--- config.mk ---
export PLATFORM = sky130hd
export DESIGN_NAME = miv_plic_claim_engine
export DESIGN_NICKNAME = d
export VERILOG_FILES = /design/src/rtl/miv_plic_pkg.sv /design/src/rtl/miv_apb_initiator_xfer.sv /design/src/rtl/miv_plic_claim_engine.sv
export SDC_FILE = /design/constraint.sdc
export NUM_CORES = 1
export LEC_CHECK = 0
export BUFFER_PORTS_ARGS = -buffer_cell sky130_fd_sc_hd__buf_2
export CORE_MARGIN = 4
export CORE_UTILIZATION = 44
export CTS_CLUSTER_DIAMETER = 100
export CTS_CLUSTER_SIZE = 16
export DETAILED_ROUTE_END_ITERATION = 8
export PLACE_DENSITY_LB_ADDON = 0.15
export SYNTH_ARGS = -nofsm -noshare
export SYNTH_HDL_FRONTEND = slang
export SYNTH_SLANG_ARGS = --single-unit
--- constraint.sdc ---
create_clock -name PCLK -period 1.9 [get_ports PCLK]
set_clock_uncertainty 0.2 [all_clocks]
set_input_delay 0.095 -clock PCLK [delete_from_list [all_inputs] [get_ports PCLK]]
set_output_delay 0.095 -clock PCLK [all_outputs]
set_load 0.02 [all_outputs]
--- src/rtl/miv_plic_pkg.sv ---
// rtl/miv_plic_pkg.sv - shared types and defaults for the MIV_PLIC claim engine
package miv_plic_pkg;

  localparam int APB_AW = 32;
  localparam int APB_DW = 32;

  localparam logic [APB_AW-1:0] DEF_PLIC_BASE      = 32'h4000_0000;
  localparam logic [APB_AW-1:0] DEF_ENABLE_OFFSET  = 32'h0000_2000;
  localparam logic [APB_AW-1:0] DEF_CLAIM_OFFSET   = 32'h0020_0004;
  localparam logic [APB_DW-1:0] DEF_ENABLE_MASK    = 32'h0000_00FF;
  localparam int                DEF_TIMEOUT_CYCLES = 256;

  typedef enum logic [2:0] {
    ST_INIT_SETUP,
    ST_INIT_ACCESS,
    ST_IDLE,
    ST_CLAIM_SETUP,
    ST_CLAIM_ACCESS,
    ST_DISPATCH,
    ST_COMPL_SETUP,
    ST_COMPL_ACCESS
  } plic_state_e;

  function automatic logic [APB_AW-1:0] reg_addr(input logic [APB_AW-1:0] base,
                                                 input logic [APB_AW-1:0] offset);
    return base + offset;
  endfunction

endpackage

--- src/rtl/miv_apb_initiator_xfer.sv ---
// rtl/miv_apb_initiator_xfer.sv - single-transfer APB initiator engine
// A start pulse opens the setup phase on the next cycle; the access phase ends on PREADY or timeout.
module miv_apb_initiator_xfer
  import miv_plic_pkg::*;
#(
  parameter int CNT_W = 8
) (
  input  logic              clk_i,
  input  logic              rst_i,
  input  logic              start_i,
  input  logic              write_i,
  input  logic [APB_AW-1:0] addr_i,
  input  logic [APB_DW-1:0] wdata_i,
  input  logic              timeout_i,
  output logic              psel_o,
  output logic              penable_o,
  output logic              pwrite_o,
  output logic [APB_AW-1:0] paddr_o,
  output logic [APB_DW-1:0] pwdata_o,
  input  logic [APB_DW-1:0] prdata_i,
  input  logic              pready_i,
  input  logic              pslverr_i,
  output logic              done_o,
  output logic [APB_DW-1:0] rdata_o,
  output logic              err_o,
  output logic [CNT_W-1:0]  tmo_cnt_o
);

  logic              psel_q;
  logic              penable_q;
  logic              pwrite_q;
  logic [APB_AW-1:0] paddr_q;
  logic [APB_DW-1:0] pwdata_q;
  logic [CNT_W-1:0]  cnt_q;
  logic              access;

  assign access = psel_q & penable_q;

  always_ff @(posedge clk_i) begin
    if (rst_i) begin
      psel_q    <= 1'b0;
      penable_q <= 1'b0;
      pwrite_q  <= 1'b0;
      paddr_q   <= '0;
      pwdata_q  <= '0;
      cnt_q     <= '0;
    end else if (start_i) begin
      psel_q    <= 1'b1;
      penable_q <= 1'b0;
      pwrite_q  <= write_i;
      paddr_q   <= addr_i;
      pwdata_q  <= wdata_i;
      cnt_q     <= '0;
    end else if (psel_q && !penable_q) begin
      penable_q <= 1'b1;
    end else if (access) begin
      if (pready_i || timeout_i) begin
        psel_q    <= 1'b0;
        penable_q <= 1'b0;
      end else begin
        cnt_q <= cnt_q + 1'b1;
      end
    end
  end

  // A late PREADY in the timeout cycle still completes the transfer cleanly.
  assign done_o    = access & (pready_i | timeout_i);
  assign err_o     = access & (pready_i ? pslverr_i : timeout_i);
  assign rdata_o   = prdata_i;
  assign tmo_cnt_o = cnt_q;

  assign psel_o    = psel_q;
  assign penable_o = penable_q;
  assign pwrite_o  = pwrite_q;
  assign paddr_o   = paddr_q;
  assign pwdata_o  = pwdata_q;

endmodule

--- src/rtl/miv_plic_claim_engine.sv ---
// rtl/miv_plic_claim_engine.sv - hardware PLIC enable and claim/complete sequencer
// Programs the enable register after reset, then claims, dispatches and completes each interrupt.
module miv_plic_claim_engine
  import miv_plic_pkg::*;
#(
  parameter logic [APB_AW-1:0] PLIC_BASE      = DEF_PLIC_BASE,
  parameter logic [APB_AW-1:0] ENABLE_OFFSET  = DEF_ENABLE_OFFSET,
  parameter logic [APB_AW-1:0] CLAIM_OFFSET   = DEF_CLAIM_OFFSET,
  parameter logic [APB_DW-1:0] ENABLE_MASK    = DEF_ENABLE_MASK,
  parameter int                TIMEOUT_CYCLES = DEF_TIMEOUT_CYCLES
) (
  input  logic              PCLK,
  input  logic              PRESET,
  input  logic              PLIC_IRQ,
  output logic [APB_AW-1:0] INITIATOR_PADDR,
  output logic              INITIATOR_PSEL,
  output logic              INITIATOR_PENABLE,
  output logic              INITIATOR_PWRITE,
  output logic [APB_DW-1:0] INITIATOR_PWDATA,
  input  logic [APB_DW-1:0] INITIATOR_PRDATA,
  input  logic              INITIATOR_PREADY,
  input  logic              INITIATOR_PSLVERR,
  output logic              IRQ_VALID,
  output logic [APB_DW-1:0] IRQ_ID,
  input  logic              IRQ_DONE,
  output logic              ERR,
  input  logic              ERR_CLR
);

  localparam int                CNT_W       = $clog2(TIMEOUT_CYCLES);
  localparam logic [APB_AW-1:0] ENABLE_ADDR = reg_addr(PLIC_BASE, ENABLE_OFFSET);
  localparam logic [APB_AW-1:0] CLAIM_ADDR  = reg_addr(PLIC_BASE, CLAIM_OFFSET);

  plic_state_e       state_q;
  logic              irq_valid_q;
  logic [APB_DW-1:0] irq_id_q;
  logic              err_q;

  logic              xfer_start;
  logic              xfer_write;
  logic [APB_AW-1:0] xfer_addr;
  logic [APB_DW-1:0] xfer_wdata;
  logic              xfer_timeout;
  logic              xfer_done;
  logic              xfer_err;
  logic [APB_DW-1:0] xfer_rdata;
  logic [CNT_W-1:0]  xfer_cnt;

  // Transfer requests are decoded from the current state so the setup phase
  // appears on the very next cycle; INIT waits one cycle out of reset first.
  always_comb begin
    xfer_start = 1'b0;
    xfer_write = 1'b0;
    xfer_addr  = CLAIM_ADDR;
    xfer_wdata = irq_id_q;
    case (state_q)
      ST_INIT_SETUP: begin
        if (!INITIATOR_PSEL) begin
          xfer_start = 1'b1;
          xfer_write = 1'b1;
          xfer_addr  = ENABLE_ADDR;
          xfer_wdata = ENABLE_MASK;
        end
      end
      ST_IDLE: begin
        xfer_start = PLIC_IRQ;
      end
      ST_DISPATCH: begin
        xfer_start = IRQ_DONE;
        xfer_write = 1'b1;
      end
      default: ;
    endcase
  end

  assign xfer_timeout = (xfer_cnt == CNT_W'(TIMEOUT_CYCLES - 1));

  always_ff @(posedge PCLK) begin
    if (PRESET) begin
      state_q     <= ST_INIT_SETUP;
      irq_valid_q <= 1'b0;
      irq_id_q    <= '0;
      err_q       <= 1'b0;
    end else begin
      if (xfer_err) begin
        err_q <= 1'b1;
      end else if (ERR_CLR) begin
        err_q <= 1'b0;
      end

      case (state_q)
        ST_INIT_SETUP: begin
          if (INITIATOR_PSEL) state_q <= ST_INIT_ACCESS;
        end
        ST_INIT_ACCESS: begin
          if (xfer_done) state_q <= ST_IDLE;
        end
        ST_IDLE: begin
          if (PLIC_IRQ) state_q <= ST_CLAIM_SETUP;
        end
        ST_CLAIM_SETUP: begin
          state_q <= ST_CLAIM_ACCESS;
        end
        ST_CLAIM_ACCESS: begin
          if (xfer_done) begin
            if (xfer_err) begin
              state_q <= ST_IDLE;
            end else begin
              irq_id_q <= xfer_rdata;
              if (xfer_rdata != '0) begin
                irq_valid_q <= 1'b1;
                state_q     <= ST_DISPATCH;
              end else begin
                state_q <= ST_IDLE;
              end
            end
          end
        end
        ST_DISPATCH: begin
          if (IRQ_DONE) begin
            irq_valid_q <= 1'b0;
            state_q     <= ST_COMPL_SETUP;
          end
        end
        ST_COMPL_SETUP: begin
          state_q <= ST_COMPL_ACCESS;
        end
        ST_COMPL_ACCESS: begin
          if (xfer_done) state_q <= ST_IDLE;
        end
        default: state_q <= ST_INIT_SETUP;
      endcase
    end
  end

  miv_apb_initiator_xfer #(
    .CNT_W (CNT_W)
  ) u_xfer (
    .clk_i     (PCLK),
    .rst_i     (PRESET),
    .start_i   (xfer_start),
    .write_i   (xfer_write),
    .addr_i    (xfer_addr),
    .wdata_i   (xfer_wdata),
    .timeout_i (xfer_timeout),
    .psel_o    (INITIATOR_PSEL),
    .penable_o (INITIATOR_PENABLE),
    .pwrite_o  (INITIATOR_PWRITE),
    .paddr_o   (INITIATOR_PADDR),
    .pwdata_o  (INITIATOR_PWDATA),
    .prdata_i  (INITIATOR_PRDATA),
    .pready_i  (INITIATOR_PREADY),
    .pslverr_i (INITIATOR_PSLVERR),
    .done_o    (xfer_done),
    .rdata_o   (xfer_rdata),
    .err_o     (xfer_err),
    .tmo_cnt_o (xfer_cnt)
  );

  assign IRQ_VALID = irq_valid_q;
  assign IRQ_ID    = irq_id_q;
  assign ERR       = err_q;

endmodule

* Word-level counts from Yosys, hierarchy flattened
Cells that the tools add are included.
Word-level totals: register bits after elaboration 112, word-level logic and storage cells 81, output and inout port bits 101
Cells by class: $add $sub $neg 1, multiplexer cells 28, equality and inequality tests 16, reduce and logical (&&, ||, !) cells 19, bitwise operators 7
Operator list (count):
- 2-to-1 mux 32 bit | 2
- 2-to-1 mux 22 bit | 2
- nonzero test 32 bit | 1
- 2-to-1 mux 3 bit | 7
- case mux 3 bit (7 select lines) | 1
- 2-to-1 mux 1 bit | 13
- == test 3 bit (second input constant) | 4
- nonzero test 2 bit | 6
- AND reduction 5 bit | 2
- AND reduction 3 bit | 3
- adder 8 x 1 -> 8 bit (second input constant) | 1
- == test 8 bit (second input constant) | 1
- inequality test 2 x 1 -> 1 bit (second input constant) | 4
- inequality test 2 bit (second input constant) | 4
- == test 3 x 2 -> 1 bit (second input constant) | 2
- case mux 1 bit (2 select lines) | 2
- OR reduction 2 bit | 2
- bitwise AND 1 bit | 3
- == test 3 x 1 -> 1 bit (second input constant) | 1
- zero test 3 bit | 1
- inverter 1 bit | 3
- case mux 1 bit (3 select lines) | 1
- AND reduction 2 bit | 1
- logical AND 1 bit | 1
- other kinds (3) | 3

* Longest topological paths before layout
word-level depth 6, gate-level depth with buffers 8

* By module
Synthesis repeated with hierarchy kept, for this count alone.
Second synthesis, totals: cell total of the unflattened synthesis 541, area total of the unflattened synthesis 4909.7 um2
Modules (own cells, without submodules):
- miv_apb_initiator_xfer | times used 1, area an instance 2997.9 um2, cells an instance 297
- miv_plic_claim_engine | times used 1, area an instance 1911.8 um2, cells an instance 244

* Worst setup path before layout
Ideal clock, no wire load.
path type reg-to-reg, from reg u_xfer.cnt_q[0], in the netlist u_xfer.tmo_cnt_o[0], to reg u_xfer.cnt_q[4], in the netlist u_xfer.tmo_cnt_o[4], stages on the path, launching flop included 7, arrival 1.496 ns, path buffers 0, path slack 0.087 ns, cells stage by stage dfxtp_1 > ha_1 > and3_4 > a211oi_2 > and4_1 > xnor2_1 > nor2_1
On the way: cells in the longest elaborated chain, start to end 4, elaborated cells between the ends (all ways) 5, those cells by class add/sub: 1; eq/ne: 1; bitwise: 1; reduce/logical: 2
RTL lines:
- start, declared | RTL line miv_apb_initiator_xfer.sv:34 | logic [CNT_W-1:0] cnt_q;
- start signal, assigned | RTL line miv_apb_initiator_xfer.sv:61 | cnt_q <= cnt_q + 1'b1;
- branches (longest 4 deep; another with adder 8 x 1 -> 8 bit)
Several ways; the timed one is not identified. A chain may end at the register's enable or synchronous reset.

* Worst setup path in the final report
from reg state_q[1], to reg irq_id_q[7], in the netlist IRQ_ID[7]
On the way: cells in the longest elaborated chain, start to end 2
RTL lines:
- start, declared | RTL line miv_plic_claim_engine.sv:34 | plic_state_e state_q;
- start signal, assigned | RTL line miv_plic_claim_engine.sv:80 | state_q <= ST_INIT_SETUP;
- start signal, assigned | RTL line miv_plic_claim_engine.sv:93 | if (INITIATOR_PSEL) state_q <= ST_INIT_ACCESS;
- start signal, assigned | RTL line miv_plic_claim_engine.sv:96 | if (xfer_done) state_q <= ST_IDLE;
- == test 3 bit | RTL line miv_plic_claim_engine.sv:91 | case (state_q)
- AND reduction 3 bit (no source line)
- end signal, assigned | RTL line miv_plic_claim_engine.sv:109 | irq_id_q <= xfer_rdata;
- end, declared | RTL line miv_plic_claim_engine.sv:36 | logic [APB_DW-1:0] irq_id_q;
Every way passes these cells.

==> summary.txt <==
Worst setup path
  • CP startpoint kind: flip-flop
  • CP endpoint kind: flip-flop
  • Worst path arrival time: 1.96 ns
  • CP Class: flip-flop to flip-flop
  • CP required: 1.99 ns
  • Max FO, Critical Path: 16

STA
  • Setup_tns: 0 ns
  • Max Freq: between 0.5 and 0.6 GHz
  • Hold slack: 0.0399 ns
  • Fin. max-slew vios: 0
  • Slew margin rel.: 63.9%
  • Setup ws final: around 0.032 ns
  • Final setup fails: 0
  • Worst Tran Pin Value: 0.540 ns
  • Fin. Hold Viols: 0
  • Period Utilization, post-route: 98.3%
  • RSZ-0062 raised after global routing: yes
  • Min Clock Period, post-route: ~1.9 ns

Logic synthesis
  • Synth area leader: dfxtp_1
  • Synth top area share: 47.2%
  • Synth async-reset ratio: 0%
  • Post-synth EDFFs: 0
  • Top-count cell post-synth: dfxtp_1
  • Cell count after synthesis: 376
  • Syn Std Cell Area: 3520 sq um
  • Flops & latches, synth: 83
  • Synth unique cells: approximately 50
  • Most used flip-flop cell after synthesis: dfxtp_1
  • Largest cells by area after synthesis: dfxtp_1 (47%), nand2_1 (7.4%), buf_4 (7.3%)
  • Fraction of the yosys area taken by sequential cells: 47.2%
  • Synth warn: 0
  • Top cells by count, synth: dfxtp_1 (83), nand2_1 (69), a21oi_1 (37), buf_4 (34), nor2_1 (31)
  • Synthesized area per cell: around 9.4 sq um

Floorplan
  • Core area: 7770 sq um
  • Chip width: 97.4 um
  • Starting Density: ~45%
  • I/O Pins: 140
  • Num rows: 32
  • Die height: 97.4 um
  • Die area: 9490 sq um

CTS
  • Clk slew on worst S/H paths: 0.08 ns
  • H-tree levels: 3
  • TritonCTS clock tree: yes
  • Root buffer cell: clkbuf_8
  • Clk sink count: 83
  • Total CTS buffers: 9
  • Clk Latency, worst-skew pair: 0.35 ns
  • CTS Buffer Depth: 2

GRT
  • Gr usage total: 19.9%
  • First-pass GRT wire length: 15400 um
  • Grt total ovfl: 0
  • Initial antenna violation count: 0
  • Pin count of the biggest net entering global routing: 33
  • Vias in the first global route: between 2000 and 3000

Place
  • Dpl cells: 582
  • DP Wirelength: 6320 um
  • Cell Area, Placed: 4080 sq um
  • Port bufs: 111
  • Post-place setup slack: -0.176 ns
  • Final GP Congestion: 0.772

Finish
  • Layout fillers: 702
  • # nets final: between 500 and 600
  • Area occupied by multi-input gates: 1690 sq um
  • Synth-to-Final Area Change: 39.8%
  • Final Util: 63.3%
  • Antenna fix cells: 0
  • Register area: 1670 sq um
  • Share of layout cells above drive strength 1: 35.0%
  • Fin area: 4920 sq um
  • Non-Filler Instances: 645

Power and ir drop
  • Maximum resistive drop on vdd: roughly 0.79 mV
  • Pwr Density: 1100 nW/um^2
  • Lkg Pwr: 2.14 nW
  • Final Power: 5.43 mW

Routing
  • Via Count: 3230
  • DRT Wirelength: a little over 10000 um
  • Routed len/inst: 15.8 um
  • Vias/cell: 5.01
  • DRT Pass-1 Iters: 4
  • Initial drt markers: 103
  • DRC viols: 0
  • Antenna Violating Nets Remaining: 0

Flow run
  • Max-cap violation count: 0

Worst hold path
  • Worst min-delay path class: input port to flip-flop

Outcome
  • Status: finished clean
==> cell type report <==
| class | instances | share of cell area (%) |
|---|---|---|
| timing repair buffer | 175 | 24.4 |
| tap | 102 | 2.59 |
| clock buffer | 12 | 2.75 |
| clock inverter | 4 | 2.01 |
| sequential | 83 | 33.9 |
| multi-input combinational | 268 | 34.3 |
| inverter | 1 | 0.0763 |
==> flip-flops by register name, summed over array words and instances, names as in the netlist <==
name              count
u_xfer.penable_o      1
u_xfer.paddr_o        3
u_xfer.psel_o         1
IRQ_ID               32
u_xfer.pwrite_o       1
ERR                   1
IRQ_VALID             1
u_xfer.tmo_cnt_o      8
u_xfer.pwdata_o      32
state_q               3
==> what timing repair did <==
action                                  CTS  global route
hold buffers                             38             0
gates cloned                              2             1
gates resized for setup                   4            19
pin swaps                                 3            13
endpoints found under the setup margin   27            81
hold endpoints to repair                 45             0
setup buffers                             0             6
==> power breakdown <==
| group | total (mW) | internal [mW] | switching (mW) | leakage [nW] |
|---|---|---|---|---|
| clock network | 1.51 | 0.878 | 0.629 | 0.115 |
| logic | 1.92 | 0.773 | 1.15 | 1.35 |
| registers | 2.00 | 1.90 | 0.103 | 0.674 |
==> layout by cell type (no fill, tap or decap), types with 4 or more instances in the layout <==
cell type / n
buf_2: 111
dfxtp_1: 80
nand2_1: 69
a21oi_1: 37
dlygate4sd3_1: 37
nor2_1: 31
conb_1: 28
a22o_1: 25
buf_4: 21
a211oi_2: 10
clkbuf_8: 9
nor4_2: 6
xnor2_1: 4
xor2_1: 4
buf_12: 4
==> cell families after synthesis <==
group / after synthesis / share of synthesized area (%)
other cells: 1 / 0.107
xor+xnor: 8 / 1.99
mux: 3 / 0.854
simple gates: 137 / 19.0
compound gates: 89 / 19.6
flops: 83 / 47.2
fa+ha+maj: 1 / 0.356
buf+inv: 54 / 10.8
==> path summary, 6_finish.rpt <==
path,endpoint,cells past startpoint,slack [ns],from
worst max register to register,IRQ_ID[7]$_SDFFE_PP0P_,7,0.03,state_q[1]$_SDFFE_PP0P_
worst min-delay path,ERR$_SDFFE_PP0P_,4,0.04,INITIATOR_PSLVERR
worst max-delay path,IRQ_ID[7]$_SDFFE_PP0P_,7,0.03,state_q[1]$_SDFFE_PP0P_
worst min register to register,ERR$_SDFFE_PP0P_,2,0.27,ERR$_SDFFE_PP0P_
==> worst max-delay path, stage by stage, from the launching register on <==
cell	delay (ns)
dfxtp_2	0.36
buf_4	0.18
nand2b_1	0.21
nor3_4	0.16
and3b_2	0.29
clkbuf_16	0.20
nand2_1	0.08
a21oi_1	0.12
==> metal layers <==
layer	share of wire, %	vias to the layer above	track usage, %
met5	0	-	0
li1	-	1585	-
met3	6.2	15	4.74
met2	46	132	30.6
met1	46	1498	27.0
met4	2.1	0	7.56
Power figures use the tool's default switching activity.
